===== src/rtl/regbank_wr_arbiter_if.sv =====
// rtl/regbank_wr_arbiter_if.sv - requester and bank write-port bundle for regbank_wr_arbiter
// master = execution units side, slave = arbiter side.
interface regbank_wr_arbiter_if #(
    parameter int NREQ = 4,
    parameter int DW   = 16
);
    logic [NREQ-1:0]    req_valid;
    logic [NREQ-1:0]    req_lock;
    logic [NREQ*4-1:0]  req_dest;
    logic [NREQ*DW-1:0] req_data;
    logic [NREQ-1:0]    req_ready;
    logic               wr_en;
    logic [3:0]         wr_dest;
    logic [DW-1:0]      wr_data;
    logic [2:0]         wr_src;
    logic               busy_lock;

    modport master (
        output req_valid, req_lock, req_dest, req_data,
        input  req_ready, wr_en, wr_dest, wr_data, wr_src, busy_lock
    );

    modport slave (
        input  req_valid, req_lock, req_dest, req_data,
        output req_ready, wr_en, wr_dest, wr_data, wr_src, busy_lock
    );
endinterface


===== src/rtl/regbank_wr_arbiter.sv =====
// rtl/regbank_wr_arbiter.sv - round-robin arbiter with locked bursts for the register bank write port
// Optional macro REGWR_R0_DISCARD_EN: beats to register 0 are accepted but not written.
module regbank_wr_arbiter #(
    parameter int NREQ     = 4,
    parameter int DW       = 16,
    parameter int LOCK_MAX = 4
) (
    input  logic                 clk,
    input  logic                 rst_n,
    regbank_wr_arbiter_if.slave  bus
);
    localparam int PW = (NREQ > 1) ? $clog2(NREQ) : 1;

    typedef enum logic {ST_ARB, ST_LOCKED} state_t;

    state_t          state_q, state_d;
    logic [PW-1:0]   rr_ptr_q, rr_ptr_d;
    logic [PW-1:0]   owner_q, owner_d;
    logic [3:0]      lock_cnt_q, lock_cnt_d;
    logic            wr_en_q, wr_en_d;
    logic [3:0]      wr_dest_q, wr_dest_d;
    logic [DW-1:0]   wr_data_q, wr_data_d;
    logic [2:0]      wr_src_q, wr_src_d;

    logic            gnt_vld;
    logic [PW-1:0]   gnt_idx;
    logic [PW-1:0]   cand;
    logic [3:0]      sel_dest;
    logic [DW-1:0]   sel_data;
    logic [3:0]      cnt_inc;

    // Grant selection: owner only while locked, otherwise first valid at or after rr_ptr.
    always_comb begin
        gnt_vld = 1'b0;
        gnt_idx = '0;
        cand    = '0;
        if (state_q == ST_LOCKED) begin
            gnt_vld = bus.req_valid[owner_q];
            gnt_idx = owner_q;
        end else begin
            for (int k = 0; k < NREQ; k++) begin
                cand = PW'((int'(rr_ptr_q) + k) % NREQ);
                if (!gnt_vld && bus.req_valid[cand]) begin
                    gnt_vld = 1'b1;
                    gnt_idx = cand;
                end
            end
        end
    end

    assign sel_dest = bus.req_dest[int'(gnt_idx) * 4 +: 4];
    assign sel_data = bus.req_data[int'(gnt_idx) * DW +: DW];
    assign cnt_inc  = lock_cnt_q + 4'd1;

    // Held low during reset so no requester believes a beat transferred.
    assign bus.req_ready = (gnt_vld && rst_n) ? (NREQ'(1) << gnt_idx) : '0;

    always_comb begin
        state_d    = state_q;
        rr_ptr_d   = rr_ptr_q;
        owner_d    = owner_q;
        lock_cnt_d = lock_cnt_q;
        case (state_q)
            ST_ARB: begin
                if (gnt_vld) begin
                    rr_ptr_d = (gnt_idx == PW'(NREQ - 1)) ? '0 : gnt_idx + PW'(1);
                    if (bus.req_lock[gnt_idx] && (LOCK_MAX > 1)) begin
                        state_d    = ST_LOCKED;
                        owner_d    = gnt_idx;
                        lock_cnt_d = 4'd1;
                    end
                end
            end
            ST_LOCKED: begin
                if (!gnt_vld) begin
                    state_d    = ST_ARB;
                    lock_cnt_d = 4'd0;
                end else begin
                    lock_cnt_d = cnt_inc;
                    if (!bus.req_lock[owner_q] || (cnt_inc >= 4'(LOCK_MAX))) begin
                        state_d    = ST_ARB;
                        lock_cnt_d = 4'd0;
                    end
                end
            end
            default: state_d = ST_ARB;
        endcase
    end

    // Write-port payload holds its last value when nothing is accepted.
    always_comb begin
        wr_dest_d = wr_dest_q;
        wr_data_d = wr_data_q;
        wr_src_d  = wr_src_q;
        if (gnt_vld) begin
            wr_dest_d = sel_dest;
            wr_data_d = sel_data;
            wr_src_d  = 3'(gnt_idx);
        end
`ifdef REGWR_R0_DISCARD_EN
        wr_en_d = gnt_vld && (sel_dest != 4'd0);
`else
        wr_en_d = gnt_vld;
`endif
    end

    always_ff @(posedge clk or negedge rst_n) begin
        if (!rst_n) begin
            state_q    <= ST_ARB;
            rr_ptr_q   <= '0;
            owner_q    <= '0;
            lock_cnt_q <= 4'd0;
            wr_en_q    <= 1'b0;
            wr_dest_q  <= 4'd0;
            wr_data_q  <= '0;
            wr_src_q   <= 3'd0;
        end else begin
            state_q    <= state_d;
            rr_ptr_q   <= rr_ptr_d;
            owner_q    <= owner_d;
            lock_cnt_q <= lock_cnt_d;
            wr_en_q    <= wr_en_d;
            wr_dest_q  <= wr_dest_d;
            wr_data_q  <= wr_data_d;
            wr_src_q   <= wr_src_d;
        end
    end

    assign bus.wr_en     = wr_en_q;
    assign bus.wr_dest   = wr_dest_q;
    assign bus.wr_data   = wr_data_q;
    assign bus.wr_src    = wr_src_q;
    assign bus.busy_lock = (state_q == ST_LOCKED);
endmodule


===== src/flat_wrapper.sv =====
// flat-port wrapper written by rule: the top's interface ports become plain ports
module regbank_wr_arbiter_flat 
#(
    parameter int NREQ     = 4,
    parameter int DW       = 16,
    parameter int LOCK_MAX = 4
)
  (clk, rst_n, bus_req_valid, bus_req_lock, bus_req_dest, bus_req_data, bus_req_ready, bus_wr_en, bus_wr_dest, bus_wr_data, bus_wr_src, bus_busy_lock);
  regbank_wr_arbiter_if #(.NREQ(NREQ), .DW(DW)) bus_i ();
  input  logic clk;
  input  logic rst_n;
  input wire logic [$bits(bus_i.req_valid)-1:0] bus_req_valid;
  input wire logic [$bits(bus_i.req_lock)-1:0] bus_req_lock;
  input wire logic [$bits(bus_i.req_dest)-1:0] bus_req_dest;
  input wire logic [$bits(bus_i.req_data)-1:0] bus_req_data;
  output wire logic [$bits(bus_i.req_ready)-1:0] bus_req_ready;
  output wire logic [$bits(bus_i.wr_en)-1:0] bus_wr_en;
  output wire logic [$bits(bus_i.wr_dest)-1:0] bus_wr_dest;
  output wire logic [$bits(bus_i.wr_data)-1:0] bus_wr_data;
  output wire logic [$bits(bus_i.wr_src)-1:0] bus_wr_src;
  output wire logic [$bits(bus_i.busy_lock)-1:0] bus_busy_lock;
  assign bus_i.req_valid = bus_req_valid;
  assign bus_i.req_lock = bus_req_lock;
  assign bus_i.req_dest = bus_req_dest;
  assign bus_i.req_data = bus_req_data;
  assign bus_req_ready = bus_i.req_ready;
  assign bus_wr_en = bus_i.wr_en;
  assign bus_wr_dest = bus_i.wr_dest;
  assign bus_wr_data = bus_i.wr_data;
  assign bus_wr_src = bus_i.wr_src;
  assign bus_busy_lock = bus_i.busy_lock;
  regbank_wr_arbiter #(.NREQ(NREQ), .DW(DW), .LOCK_MAX(LOCK_MAX)) u_core (.clk(clk), .rst_n(rst_n), .bus(bus_i));
endmodule

===== config.mk =====
export PLATFORM = sky130hd
export DESIGN_NAME = regbank_wr_arbiter_flat
export DESIGN_NICKNAME = d
export VERILOG_FILES = /design/src/rtl/regbank_wr_arbiter_if.sv /design/src/rtl/regbank_wr_arbiter.sv /design/src/flat_wrapper.sv
export SDC_FILE = /design/constraint.sdc
export NUM_CORES = 1
export LEC_CHECK = 0
export ABC_CLOCK_PERIOD_IN_PS = 4600
export CAP_MARGIN = 20
export CORE_UTILIZATION = 42
export DETAILED_ROUTE_END_ITERATION = 6
export GPL_TIMING_DRIVEN = 1
export PLACE_DENSITY_LB_ADDON = 0.2
export SYNTH_ARGS = -nofsm -noshare
export SYNTH_HDL_FRONTEND = slang
export SYNTH_SLANG_ARGS = --single-unit

===== constraint.sdc =====
create_clock -name clk -period 4.6 [get_ports clk]
set_input_delay 0.92 -clock clk [delete_from_list [all_inputs] [get_ports clk]]
set_output_delay 0.92 -clock clk [all_outputs]
set_load 0.05 [all_outputs]

# Word level (Yosys, flattened, before mapping)
# Cells that the tools add are included.
# totals
register_bits	32
input_bits	90
output_inout_bits	29
elab_cells	78
# classes
add_sub_neg	5
order_cmp	7
eq_ne	3
shift	3
muxes	39
bitwise_logic	1
reduce_logical	12
# op_table
cell	count
$shiftx A64 B7 Y16	1
$mux W4	5
$mux W1	19
$lt A2 B3 Y1 const B	6
$shiftx A16 B5 Y4	1
$bmux W1 S2	7
$mux W2	6
$pmux W4 S2	1
$add A2 B1 Y2 const B	2
$add A2 B2 Y2 const B	2
$add A4 B1 Y4 const B	1
$ge A4 B3 Y1 const B	1
$logic_and A1 B1 Y1	4
$logic_not A1 Y1	4
$ne A2 B1 Y1 const B	2
$reduce_and A2 Y1	2
$shl A1 B2 Y4 const A	1
$reduce_and A3 Y1	1
$eq A2 B2 Y1 const B	1
$pmux W1 S2	1
$logic_or A1 B1 Y1	1
$not A1 Y1	1

# Longest topological paths before layout
# depth
ltp_word	21
depth_mapped	9
depth_no_buf	7

# Worst setup path after synthesis
# OpenSTA, ideal clock, no wires.
# synth_timing
kind	input to output
startpoint	input port bus_req_valid[2]
endpoint	output port bus_req_ready[0]
arrival_time_ns	2.700
required_ns	3.680
path_slack_ns	0.980
path_stages	7
path_buffers	1
path_cell_list	nor4_1 > or2_4 > o41ai_4 > inv_2 > buf_2 > ha_1 > and3_1
# synth_via
elab_chain_cells	18
word_cells_on_any_way	32
classes_between	shift: 1; mux: 24; reduce/logical: 7
# synth_rtl
item	line_no	text
start: declaration	flat_wrapper.sv:12	input wire logic [$bits(bus_i.req_valid)-1:0] bus_req_valid;
$bmux W1 S2	regbank_wr_arbiter.sv:43	if (!gnt_vld && bus.req_valid[cand]) begin
$mux W1 (not written as such)	regbank_wr_arbiter.sv:43	
$mux W1	regbank_wr_arbiter.sv:43	
$mux W1	regbank_wr_arbiter.sv:37	if (state_q == ST_LOCKED) begin
$logic_not A1 Y1	regbank_wr_arbiter.sv:43	
$logic_and A1 B1 Y1	regbank_wr_arbiter.sv:43	
$mux W1	regbank_wr_arbiter.sv:43	
$mux W1	regbank_wr_arbiter.sv:37	
[2 not listed]	--	
$mux W1	regbank_wr_arbiter.sv:43	
$mux W1	regbank_wr_arbiter.sv:37	
$logic_not A1 Y1	regbank_wr_arbiter.sv:43	
$logic_and A1 B1 Y1	regbank_wr_arbiter.sv:43	
$mux W2 or $mux W1 (tied branches)	regbank_wr_arbiter.sv:43	
$mux W2 or $mux W1 (tied branches)	regbank_wr_arbiter.sv:37	
$shl A1 B2 Y4 or $logic_and A1 B1 Y1 (tied branches)	regbank_wr_arbiter.sv:56	assign bus.req_ready = (gnt_vld && rst_n) ? (NREQ'(1) << gnt_idx) : '0;
$mux W4 *	regbank_wr_arbiter.sv:56	
end: declaration	flat_wrapper.sv:16	output wire logic [$bits(bus_i.req_ready)-1:0] bus_req_ready;
# Every way passes the cells marked *; elsewhere a longest branch is shown, timed or not. The select of a mux whose other input is x is not followed.

# Worst setup path after layout
# layout_timing
startpoint	input port bus_req_valid[1]
endpoint	output port bus_req_ready[0]
# Same word-level chain as after synthesis.

==> impl_metrics.toml <==
[route]
vias = 2186
ant_nets = 0
drt-wirelength-per-cell_um = 14.45
firstDrtPassIters = 4
drt-total-wl_um = 6126
drc_errors = 0
routed_via_density = 5.156
initialDrtViolationCount = 56

[run]
max-cap-violations = 0

[pwr]
vdd.ir_drop.worst_mv = 0.4120
power_density_nw_per_um2 = 734.2
power.total_mw = 2.525
leakage_nw = 1.566

[placement]
portBuffers = 117
dp_hpwl_um = 4741
dp_cells = 416
gp_congestion = 0.9501

[timing]
slew_headroom_pct = 49.28
fmax_mhz = 253.2
final.setup_skew_ps = 4.931
tightest_slew_ps = 760.8
post-route-period-util_pct = 85.87
period_minus_slack_ps = 3950
fin_hold_ws_ps = 516.4
finalMaxSlewViolations = 0
rsz0062_at_grt = "no"
hold_viol = 0
setup_tns_ps = 0
final-setup-viol-count = 0

[global_routing]
grt_usage_pct = 25.14
grt.overflow.total = 0
antenna_found_initial = 0
grt_pass1_wl_um = 9977
grt_max_degree = 36
first_global_vias = 2205

[floorplan]
core_area_um2 = 4786
num_rows = 25
initial_core_util_pct = 43.95
fp.dieW_um = 72.77
dieArea_um2 = 5295
io_pins = 119
die_y_um = 72.77

[synthesis]
synthArstFlopShare_pct = 100.0
synth_cell_types = 38
syn_area_per_cell_um2 = 8.727
ys_ff_latch = 32
syn_area_um2 = 2103
yosysWarningCount = 0
synth.largest_area_cell = "dfrtp_1"
seq_area_frac_synth_pct = 38.07
netlist.area_leader.share_pct = 38.07
synth_nets = 336
synth.most_common_cell = "nand2_1"
synth_common_cells = "nand2_1, dfrtp_1, and3_1, nor2_1, mux2i_1"
synthFlopType = "dfrtp_1"
synthCells = 241
yosys-top-cells-area = "dfrtp_1, mux2i_1, a211oi_1"
synth_edf_count = 0

[setup_path]
critPathKind = "in -> out"
worstPathRequired_ps = 3680
cp-end-kind = "output port"
crit_chain = "clkdlybuf4s50_1 > nor4_1 > or2_4 > o41ai_4 > inv_2 > ha_1 > and3_1 > buf_4"
r2r_setup_slack_ps = 1660
reg2reg_to = "u_core.bus.wr_dest[1]"
startpoint_type = "input port"
rr_worst_depth = 7
crit_fanout = 9
critPathArrivalTime_ps = 3030
crit_path_max_incr_delay_ps = 530
crit_family = "buffers and inverters"
cpMaxStageDelayCell = "clkdlybuf4s50_1"
cp_num_buf_inv = 3
r2r-start = "u_core.bus.busy_lock"

[cts]
post-cts-setup-buffers = 0
numCtsBuffers = 5
path_clk_slew_ps = 60
clock_path_buffers = 2
cts_tree = "yes"
clock_sinks = 32
ctsHoldBuffers = 0
cts-htree-levels = 2
cts_resized = 0
insertion_delay_ps = 280
cts_root_buf = "clkbuf_8"

[finish]
area_growth_pct = 63.53
instances_no_fill = 424
layout.nets = 451
nFillCells = 385
final_core_util_pct = 71.87
drive_gt1_share_pct = 7.003
diodes = 0

[outcome]
status = "finished clean"

[min_path]
hp-class = "reg -> reg"
hold_path_depth = 2
min-delay-start = "u_core.bus.wr_src[1]"
min_to = "u_core.bus.wr_src[1]"
## registers in the layout, summed over array words and instances (netlist names)
name,count
u_core.bus.wr_dest,4
u_core.lock_cnt_q,4
u_core.bus.wr_en,1
u_core.owner_q,2
u_core.bus.wr_data,16
u_core.bus.wr_src,2
u_core.rr_ptr_q,2
u_core.bus.busy_lock,1
## layout by cell type (no fill, tap or decap), types with 2 or more instances in the layout
cell type and instances:
a211oi_1 23, a21oi_1 4, and3_1 27, buf_12 2, buf_4 9, clkbuf_1 2
clkbuf_8 6, clkdlybuf4s50_1 112, dfrtp_1 32, ha_1 5, inv_1 4, mux2i_1 25
nand2_1 46, nand2b_1 3, nor2_1 26, nor2b_1 2, nor3_1 2, nor4_1 2
o21ai_0 3
## cell type report
class	count	area (um^2)	area share (%)
multi-input combinational	188	1212	35.25
clock buffer	8	90.09	2.619
tap	67	83.83	2.437
timing repair buffer	124	1234	35.87
inverter	5	18.77	0.5457
sequential	32	800.8	23.28
## cells by family after synthesis
group / Yosys count / synth area share, %
other: 1 / 0.1783
xor gates and xnor gates: 1 / 0.4165
adders and majority gates: 5 / 2.974
and+or+nand+nor: 113 / 25.46
muxes: 28 / 14.04
buffers and inverters: 21 / 4.283
DFF: 32 / 38.07
AOI/OAI and AO/OA: 40 / 14.58
## where the power goes
part	total (mW)	internal, mW	switching, mW
combinational	1.77	0.698	1.07
clock	0.223	0.122	0.101
sequential	0.533	0.429	0.104
total	2.53	1.25	1.28
## how the worst max path moves through the flow
stage / start / to / slack [ps] / cells past startpoint
6_report: bus_req_valid[1] / bus_req_ready[0] / 650 / 8
5_1_grt: bus_req_valid[1] / bus_req_ready[0] / 480 / 8
4_1_cts: bus_req_valid[1] / bus_req_ready[0] / 640 / 8
3_5_place_dp: bus_req_valid[1] / bus_req_ready[0] / 650 / 8
3_3_place_gp: bus_req_valid[3] / bus_req_ready[3] / 690 / 8
2_1_floorplan: bus_req_valid[2] / bus_req_ready[0] / 980 / 7
## layer usage
| layer | GRT usage, % | vias to the layer above | routed length, um | share of wire, % |
|---|---|---|---|---|
| met1 | 27.73 | 986 | 2458 | 40 |
| met4 | 14.16 | 0 | 283 | 4.6 |
| li1 | - | 1080 | - | - |
| met2 | 44.13 | 98 | 3045 | 50 |
| met5 | 0 | - | 0 | 0 |
| met3 | 6.215 | 22 | 339 | 5.5 |
## metrics by stage
step,setup WS (ps),area [um^2]
finish,649.8,3440
CTS,643.7,3440
global route,480.5,3440
detailed placement,647.7,3349
global placement,689.8,3349
floorplan,980.1,2103
## tightest hold or removal path: cells and delay by family, from the launching register on
kind             cells  cell delay (ps)
DFF                  1              360
and+or+nand+nor      2              120
No activity file was read; power rests on OpenSTA's default activity.
